File: config.mk
export PLATFORM = sky130hd
export DESIGN_NAME = spram_req_ctrl_flat
export DESIGN_NICKNAME = d
export VERILOG_FILES = /design/src/rtl/spram_req_ctrl_if.sv /design/src/rtl/spram_req_ctrl.sv /design/src/flat_wrapper.sv
export SDC_FILE = /design/constraint.sdc
export NUM_CORES = 1
export LEC_CHECK = 0
export ABC_AREA = 1
export BUFFER_PORTS_ARGS = -buffer_cell sky130_fd_sc_hd__buf_2
export CORE_UTILIZATION = 35
export CTS_CLUSTER_DIAMETER = 120
export DETAILED_ROUTE_END_ITERATION = 7
export SLEW_MARGIN = 0
export SYNTH_ARGS = -nofsm -noshare
export SYNTH_HDL_FRONTEND = slang
export SYNTH_SLANG_ARGS = --single-unit
File: constraint.sdc
create_clock -name clk -period 4.87 [get_ports clk]
set_clock_uncertainty 0.05 [all_clocks]
set_input_delay 0.974 -clock clk [delete_from_list [all_inputs] [get_ports clk]]
set_output_delay 0.974 -clock clk [all_outputs]
set_load 0.005 [all_outputs]
File: src/rtl/spram_req_ctrl_if.sv
// Request/response handshake bundle between a requester and spram_req_ctrl.
// master = requester side, slave = controller side.
interface spram_req_ctrl_if #(
   parameter int DATA_WIDTH = 8,
   parameter int ADDR_WIDTH = 8
);
   logic                  req_valid;
   logic                  req_ready;
   logic                  req_wr;
   logic [ADDR_WIDTH-1:0] req_addr;
   logic [DATA_WIDTH-1:0] req_wdata;
   logic                  rsp_valid;
   logic                  rsp_ready;
   logic [DATA_WIDTH-1:0] rsp_rdata;

   modport master (
      output req_valid, req_wr, req_addr, req_wdata, rsp_ready,
      input  req_ready, rsp_valid, rsp_rdata
   );

   modport slave (
      input  req_valid, req_wr, req_addr, req_wdata, rsp_ready,
      output req_ready, rsp_valid, rsp_rdata
   );
endinterface

File: src/rtl/spram_req_ctrl.sv
// Requester front-end for a 2-cycle-latency single-port RAM: forwards requests,
// tracks in-flight reads and returns read data in order through a 4-entry buffer.
module spram_req_ctrl #(
   parameter int DATA_WIDTH   = 8,
   parameter int RAM_DEPTH    = 256,
   parameter int LB_RAM_DEPTH = $clog2(RAM_DEPTH)
) (
   input  logic                    clk,
   input  logic                    rst_n,
   spram_req_ctrl_if.slave         bus,
   output logic [DATA_WIDTH-1:0]   ram_din,
   output logic [LB_RAM_DEPTH-1:0] ram_addr,
   output logic                    ram_wr_en,
   input  logic [DATA_WIDTH-1:0]   ram_dout
);
   localparam int RSP_DEPTH = 4;

   logic                  accept;
   logic                  rd_accept;
   logic                  push;
   logic                  pop;
   logic [1:0]            rd_pipe;
   logic [2:0]            pending;
   logic [2:0]            count;
   logic [1:0]            wr_ptr;
   logic [1:0]            rd_ptr;
   logic [DATA_WIDTH-1:0] rsp_buf [RSP_DEPTH];

   // pending counts reads in flight plus buffered entries, so a granted read
   // always has a buffer slot waiting for it when its data returns.
   assign bus.req_ready = rst_n & (pending < 3'(RSP_DEPTH));
   assign accept        = bus.req_valid & bus.req_ready;
   assign rd_accept     = accept & ~bus.req_wr;

   assign ram_addr  = bus.req_addr;
   assign ram_din   = bus.req_wdata;
   assign ram_wr_en = accept & bus.req_wr;

   assign push          = rd_pipe[1];
   assign pop           = bus.rsp_valid & bus.rsp_ready;
   assign bus.rsp_valid = (count != 3'd0);
   assign bus.rsp_rdata = rsp_buf[rd_ptr];

   always_ff @(posedge clk) begin
      if (!rst_n) begin
         rd_pipe <= '0;
         pending <= '0;
         count   <= '0;
         wr_ptr  <= '0;
         rd_ptr  <= '0;
         // NOTE: the buffer is only four words, so it is reset to give rsp_rdata a defined zero after reset.
         for (int i = 0; i < RSP_DEPTH; i++) rsp_buf[i] <= '0;
      end else begin
         rd_pipe <= {rd_pipe[0], rd_accept};

         if (push) begin
            rsp_buf[wr_ptr] <= ram_dout;
            wr_ptr          <= wr_ptr + 2'd1;
         end
         if (pop) rd_ptr <= rd_ptr + 2'd1;

         case ({push, pop})
            2'b10:   count <= count + 3'd1;
            2'b01:   count <= count - 3'd1;
            default: count <= count;
         endcase

         case ({rd_accept, pop})
            2'b10:   pending <= pending + 3'd1;
            2'b01:   pending <= pending - 3'd1;
            default: pending <= pending;
         endcase
      end
   end

   // A full buffer can only take a push when the same cycle pops the head.
   assert property (@(posedge clk) disable iff (!rst_n)
      !(push && (count == 3'(RSP_DEPTH)) && !pop));

endmodule

File: src/flat_wrapper.sv
// flat-port wrapper written by rule: the top's interface ports become plain ports
module spram_req_ctrl_flat 
#(
   parameter int DATA_WIDTH   = 8,
   parameter int RAM_DEPTH    = 256,
   parameter int LB_RAM_DEPTH = $clog2(RAM_DEPTH)
)
  (clk, rst_n, ram_din, ram_addr, ram_wr_en, ram_dout, bus_req_valid, bus_req_wr, bus_req_addr, bus_req_wdata, bus_rsp_ready, bus_req_ready, bus_rsp_valid, bus_rsp_rdata);
  spram_req_ctrl_if #(.DATA_WIDTH(DATA_WIDTH), .ADDR_WIDTH(8)) bus_i ();
  input  logic clk;
  input  logic rst_n;
  output logic [DATA_WIDTH-1:0] ram_din;
  output logic [LB_RAM_DEPTH-1:0] ram_addr;
  output logic ram_wr_en;
  input  logic [DATA_WIDTH-1:0] ram_dout;
  input wire logic [$bits(bus_i.req_valid)-1:0] bus_req_valid;
  input wire logic [$bits(bus_i.req_wr)-1:0] bus_req_wr;
  input wire logic [$bits(bus_i.req_addr)-1:0] bus_req_addr;
  input wire logic [$bits(bus_i.req_wdata)-1:0] bus_req_wdata;
  input wire logic [$bits(bus_i.rsp_ready)-1:0] bus_rsp_ready;
  output wire logic [$bits(bus_i.req_ready)-1:0] bus_req_ready;
  output wire logic [$bits(bus_i.rsp_valid)-1:0] bus_rsp_valid;
  output wire logic [$bits(bus_i.rsp_rdata)-1:0] bus_rsp_rdata;
  assign bus_i.req_valid = bus_req_valid;
  assign bus_i.req_wr = bus_req_wr;
  assign bus_i.req_addr = bus_req_addr;
  assign bus_i.req_wdata = bus_req_wdata;
  assign bus_i.rsp_ready = bus_rsp_ready;
  assign bus_req_ready = bus_i.req_ready;
  assign bus_rsp_valid = bus_i.rsp_valid;
  assign bus_rsp_rdata = bus_i.rsp_rdata;
  spram_req_ctrl #(.DATA_WIDTH(DATA_WIDTH), .RAM_DEPTH(RAM_DEPTH), .LB_RAM_DEPTH(LB_RAM_DEPTH)) u_core (.clk(clk), .rst_n(rst_n), .bus(bus_i), .ram_din(ram_din), .ram_addr(ram_addr), .ram_wr_en(ram_wr_en), .ram_dout(ram_dout));
endmodule
# [After elaboration in Yosys (flattened, before gate mapping)]
# Memory sizes are Yosys's and may differ from the RTL's. A register that Yosys moved wholly into a read port is not among the register bits.
# Index checks and enable logic that the tools add are counted.
[op_classes] addsub=6 mul=0 n_div=0 magnitude_cmp=1 eq_ne=4 n_shift=0 muxes=11 n_bitwise=6 n_reduce_logical=4
[ops] operator="$pmux W3 S2" count=2
[ops] operator="$mux W8" count=1
[ops] operator="$reduce_or A8 Y1" count=1
[ops] operator="$add A3 B1 Y3 const B" count=2
[ops] operator="$mux W2" count=3
[ops] operator="$sub A3 B1 Y3 const B" count=2
[ops] operator="$and A1 B1 Y1" count=5
[ops] operator="$mux W1" count=5
[ops] operator="$add A2 B1 Y2 const B" count=2
[ops] operator="$eq A2 B1 Y1 const B" count=2
[ops] operator="$eq A2 B2 Y1 const B" count=2
[ops] operator="$reduce_bool A2 Y1" count=2
[ops] operator="$lt A3 B3 Y1 const B" count=1
[ops] operator="$reduce_bool A3 Y1" count=1
[ops] operator="$not A1 Y1" count=1
[totals] reg_bits=12 latch_bits=0 mem_bits_rw=32 romBits=0 in_bits=29 output_inout_bits=27 elab_cells=38 memories=1
[memory_table] memory="u_core.rsp_buf" depth=4 width=8 read_ports=1 rd_ports_with_merged_regs=1 wr=4 line_no="spram_req_ctrl.sv:27" rtl="logic [DATA_WIDTH-1:0] rsp_buf [RSP_DEPTH];"

# [Longest topological paths before layout]
# Gate-level depths: netlist of the first run.
[logic_depth] depth_word=6 mapped_depth=14

# [Worst setup path before layout of the first run]
# OpenSTA, ideal clock, no wires.
[synth_path] path_kind="in2out" start="input rst_n" end="output ram_wr_en" arrival_time_ps=1293 required_ps=3846 slack_ps=2553 stages=4 path_cell_list="inv_1 -> nor2_2 -> nand2_1 -> nor2_1"
[synth_via] elab_chain_len=3
[synth_lines] item="from (decl)" line_no="flat_wrapper.sv:11" rtl="input logic rst_n;"
[synth_lines] item="$and A1 B1 Y1" line_no="spram_req_ctrl.sv:31" rtl="assign bus.req_ready = rst_n & (pending < 3'(RSP_DEPTH));"
[synth_lines] item="named net bus_req_ready" line_no="flat_wrapper.sv:21" rtl="output wire logic [$bits(bus_i.req_ready)-1:0] bus_req_ready;"
[synth_lines] item="$and A1 B1 Y1" line_no="spram_req_ctrl.sv:32" rtl="assign accept = bus.req_valid & bus.req_ready;"
[synth_lines] item="$and A1 B1 Y1" line_no="spram_req_ctrl.sv:37" rtl="assign ram_wr_en = accept & bus.req_wr;"
[synth_lines] item="to (decl)" line_no="flat_wrapper.sv:14" rtl="output logic ram_wr_en;"
# The timed path passes the listed nets, and every way through them passes these cells.

==> flow_summary.yaml, run 1 <==
run_status:
  outcome: "finished, final reports clean"
routing:
  dr_wl_met2_um: 1948
  num_vias: 1459
  dr.pass1.iters: 4
  met3_length_um: 166
  drc_errors: 0
  wl_met1_um: 2004
  routed_wl_um: 4142
  routedWlPerCell_um: 13.36
  drt_iter0_drc: 73
  maxUsedRoutingLayer: "met4"
  vias_per_cell: 4.706
  postRouteAntennaNets: 0
power:
  cellPowerDensity_nw_per_um2: 385.4
  finalPower_w: 0.0008920
  ir_drop_mv: 0.2167
  p_leak_nw: 0.9927
global_routing:
  antenna_found_initial: 0
  overflow: 0
  grt_max_degree: 19
  grt_use_total_pct: 14.10
  grt_pass1_wl_um: 6748
  grt_pass1_vias: 1370
sta:
  slew_viol_final: 0
  max_freq_ghz: 0.3634
  hold_viol: 0
  tns_ns: 0
  fin_ws_ns: 2.118
  setup_viol: 0
  rsz0062_at_grt: "no"
  fin_crit_ns: 2.752
  whs_ns: 0.3731
  worst_slew_pin_slew_ns: 0.9692
  min_period_over_period_pct: 56.50
  maxSlewHeadroom_pct: 34.95
placed_design:
  place_congestion: 0.7032
  io_buffer_count: 23
  pre_cts_slack_ns: 2.153
  dp_hpwl_um: 2650
clock_network:
  clk_pin_slew_ns: 0.08
  hold_buffers: 0
  postCtsSetupBuffers: 0
  post_cts_resized: 0
  cts-htree-levels: 2
  cts_buffer_depth: 2
  cts-buffers-inserted: 5
  cts_tree: "yes"
  root_buffer: "clkbuf_8"
  cts_sinks: 46
  clk_latency_ns: 0.30
synth:
  synthesis.area_um2: 2165
  synthesis.nets: 256
  synth_top_area_cell: "edfxtp_1"
  ys_seq_elements: 46
  synth_top_cell_area_share_pct: 44.39
  syn-instance-count: 223
  yosys_warnings: 0
  syn_avg_cell_area_um2: 9.707
  netlist-cell-type-count: 23
  synth.area.top_cells: "edfxtp_1, dfxtp_1, nor2_1"
  synth_seq_area_share_pct: 57.34
setup_path:
  critPathCaptureType: "primary output"
  critical_path_required_ns: 3.85
  r2r-start: "u_core.count[0]"
  critPathKind: "register to primary output"
  critPathLaunchType: "register"
  path_cells: "inv_2 -> o21ai_0 -> o22ai_1 -> buf_2"
  critPathMaxFanout: 17
  cpPeakStageDelay_ns: 0.69
  critPathArrivalTime_ns: 1.73
  cp_slowest_cell: "dfxtp_1"
die:
  coreArea_um2: 5956
  die_w_um: 80.64
  std_cell_rows: 28
  die_h_um: 80.64
  ios: 56
  start_util_pct: 36.34
  die-area_um2: 6503
run:
  cap_violations: 0
worst_hold_path:
  hp-start: "u_core.rd_pipe[0]"
  hold_path_class: "register to register"
layout:
  n_antenna_cell: 0
  drive_above_1_share_pct: 17.02
  syn_to_final_growth_pct: 6.936
  layout.nets: 267
  postLayoutCoreUtil_pct: 38.87
final timing paths:
kind	endpoint	depth (start not counted)	slack, ns
setup / recovery	bus_rsp_rdata[6]	4	2.12
hold / removal	u_core.rd_pipe[1]	2	0.37
setup reg to reg	u_core.pending[2]	12	2.95
hold reg to reg	u_core.rd_pipe[1]	2	0.37
flip-flops by register name, indices dropped and copies added, names as in the netlist, named ones only:
register        flops
u_core.rsp_buf     32
u_core.count        3
u_core.pending      3
u_core.rd_pipe      2
u_core.rd_ptr       2
u_core.wr_ptr       2
cells by family after synthesis:
| logic type | Yosys count | share of synthesized area, % |
|---|---|---|
| and+or+nand+nor | 86 | 18.38 |
| buffers and inverters | 49 | 12.02 |
| DFF | 46 | 57.34 |
| AOI/OAI and AO/OA | 38 | 9.248 |
| adders and majority gates | 4 | 3.006 |
layout by cell type (no fill, tap or decap):
cell type  synthesis  final
inv_2              1      1
buf_2              1     23
ha_1               2      2
clkbuf_8           0      5
nor2_1            48     48
nand3_1            5      5
nor3_1             6      6
buf_4             18      1
nand2_1           17     17
nor2_8             1      1
a21oi_1            7      7
o22ai_1            8      8
nor2_2             2      2
clkinv_1           0      2
inv_1             28     28
o21ai_0           22     22
dfxtp_1           14     14
o21ai_1            1      1
nor3_2             2      2
nand2_4            3      3
and2_1             1      1
clkinv_4           0      1
edfxtp_1          32     32
fa_1               2      2
nand2_2            1      1
synthesized netlist by cell type, drive strengths merged:
cell type / number
nor2: 51
edfxtp: 32
inv: 29
o21ai: 23
nand2: 21
buf: 20
dfxtp: 14
nor3: 8
o22ai: 8
a21oi: 7
nand3: 5
fa: 2
ha: 2
and2: 1
worst max-delay path: cells and delay by family (launching register included):
| kind | cells | cell delay, ns |
|---|---|---|
| buf+inv | 2 | 0.40 |
| flops | 1 | 0.69 |
| compound gates | 2 | 0.35 |
layout make-up:
cell class	instances	area (um^2)
timing repair buffer	24	122.6
inverter	29	108.9
clock buffer	5	68.82
multi-input combinational	128	663.1
tap	75	93.84
sequential	46	1241
fill	613	3641
clock inverter	3	16.27
power by group:
part | total, W | switching, W | internal [W]
Sequential | 0.000473 | 0.0000248 | 0.000448
Clock | 0.000227 | 0.000129 | 0.0000986
Combinational | 0.000192 | 0.000119 | 0.0000732
Total | 0.000892 | 0.000272 | 0.000620
layer usage:
layer	GRT usage [%]	up-vias
met1	16.88	693
met2	24.07	24
met3	4.545	2
met4	3.929	0
met5	0	-
li1	-	740
through the flow:
stage	instance area, um^2	std cells
3_3_place_gp	2230	302
5_1_grt	2315	310
3_5_place_dp	2230	302
2_1_floorplan	2165	223
4_1_cts	2315	310
6_report	2315	310
Note: power is estimated with default switching activity, not from simulation.
==> inputs of run 2 (changes only) <==
==> constraint.sdc (replaced) <==
create_clock -name clk -period 2.5 [get_ports clk]
set_clock_uncertainty 0.05 [all_clocks]
set_input_delay 0.5 -clock clk [delete_from_list [all_inputs] [get_ports clk]]
set_output_delay 0.5 -clock clk [all_outputs]
set_load 0.005 [all_outputs]
==> flow_summary.yaml, run 2 (same netlist as run 1, synthesis figures left out) <==
routing:
  postRouteAntennaNets: 0
  drt_iter0_drc: 94
  routedWlPerCell_um: 13.31
  vias_per_cell: 4.744
  routed_wl_um: 4165
  drc_errors: 0
  num_vias: 1485
  dr.pass1.iters: 4
global_routing:
  grt_pass1_wl_um: 6679
  antenna_found_initial: 0
  grt_max_degree: 19
  overflow: 0
  grt_pass1_vias: 1402
  grt_use_total_pct: 14.25
sta:
  rsz0062_at_grt: "no"
  setup_viol: 0
  maxSlewHeadroom_pct: 69.87
  hold_viol: 0
  max_freq_ghz: 0.4691
  min_period_over_period_pct: 85.26
  slew_viol_final: 0
  worst_slew_pin_slew_ns: 0.4514
  fin_crit_ns: 2.132
  tns_ns: 0
setup_path:
  path_cells: "inv_2 -> o21ai_0 -> o22ai_1 -> buf_2"
  crit_family: "flip-flops"
  critPathCaptureType: "primary output"
  critical_path_required_ns: 1.95
  cpPeakStageDelay_ns: 0.61
  timing.rr.end: "u_core.count[2]"
  critPathLaunchType: "register"
  path_buf_inv: 2
  r2r_cells: 12
  reg2reg_slack_ns: 0.59
  critPathKind: "register to primary output"
  cp_slowest_cell: "dfxtp_1"
  r2r-start: "u_core.count[0]"
  critPathMaxFanout: 16
  critPathArrivalTime_ns: 1.58
clock_network:
  hold_buffers: 0
  root_buffer: "clkbuf_8"
  cts_sinks: 46
  cts-buffers-inserted: 5
  cts-htree-levels: 2
  clk_latency_ns: 0.29
  post_cts_resized: 0
  cts_tree: "yes"
  postCtsSetupBuffers: 0
  cts_buffer_depth: 2
  clk_pin_slew_ns: 0.08
layout:
  largestRegisters: "u_core.rsp_buf x32, u_core.count x3, u_core.pending x3"
  syn_to_final_growth_pct: 8.902
  layout.nets: 270
  n_antenna_cell: 0
  final_common_cell: "nor2_1"
  drive_above_1_share_pct: 18.91
  layout_common_cells: "nor2_1, edfxtp_1, inv_1"
  final_cells: 313
  regMostFlops: "u_core.rsp_buf"
  largest_reg_flops: 32
die:
  die-area_um2: 6503
  std_cell_rows: 28
  ios: 56
  coreArea_um2: 5956
  start_util_pct: 36.34
  die_w_um: 80.64
  die_h_um: 80.64
placed_design:
  place_congestion: 0.7315
  io_buffer_count: 23
  dp_hpwl_um: 2784
  dp_cells: 305
power:
  cellPowerDensity_nw_per_um2: 765.4
  p_leak_nw: 1.021
  ir_drop_mv: 0.3663
worst_hold_path:
  hold_depth: 2
  hold_end: "u_core.rd_pipe[0]"
  hold_path_class: "input port to register"
  hp-start: "bus_req_wr"
run_status:
  outcome: "finished, final reports clean"
run:
  cap_violations: 0
run 2: changes by cell type in the layout (fill, tap and decap cells not counted):
| cell | before | now |
|---|---|---|
| buf_4 | 1 | 4 |
| clkinv_4 | 1 | 0 |
| clkinv_1 | 2 | 0 |
| inv_4 | 0 | 1 |
| clkbuf_16 | 0 | 1 |
| clkbuf_2 | 0 | 1 |
run 2: where the power goes:
group	total, W	internal [W]	switching [W]
Clock	0.000503	0.000263	0.000240
Sequential	0.000918	0.000872	0.0000455
Combinational	0.000384	0.000150	0.000234
Total	0.00180	0.00128	0.000520
run 2: through the flow:
step	setup WS [ns]	util (%)	area, um^2	hold WS, ns	power, W
floorplan	0.7270	-	2165	0.3405	0.001205
global placement	0.5460	37.82	2252	0.3649	0.001311
detailed placement	0.4826	37.82	2252	0.3672	0.001322
CTS	0.3435	39.58	2357	0.3203	0.001826
global route	0.1953	39.58	2357	0.3238	0.001933
finish	0.3685	39.58	2357	0.3320	0.001804
run 2: worst max-delay path by stage:
stage,startpoint,to,slack (ns),cells after the start
after floorplan,rst_n,u_core.pending[2],0.73,14
after global placement,rst_n,u_core.pending[2],0.55,15
after detailed placement,rst_n,u_core.pending[2],0.48,15
after CTS,register,bus_rsp_rdata[6],0.34,4
after global routing,register,bus_rsp_rdata[4],0.20,4
final,register,bus_rsp_rdata[0],0.37,4
run 2: final cells by class:
| cell class | count | area, um^2 |
|---|---|---|
| fill | 611 | 3598 |
| multi-input combinational | 128 | 663.1 |
| sequential | 46 | 1241 |
| clock buffer | 7 | 98.84 |
| timing repair buffer | 27 | 145.1 |
| inverter | 29 | 108.9 |
| tap | 75 | 93.84 |
| clock inverter | 1 | 6.256 |
run 2: per-layer routing:
layer  part of all wire [%]  GRT usage (%)  vias up  wire length (um)
li1                       -              -      744                 -
met1                     45          16.95      702              1868
met2                     49          24.32       35              2058
met3                    4.9          4.091        4               205
met4                   0.77          5.000        0                32
met5                      0              0        -                 0
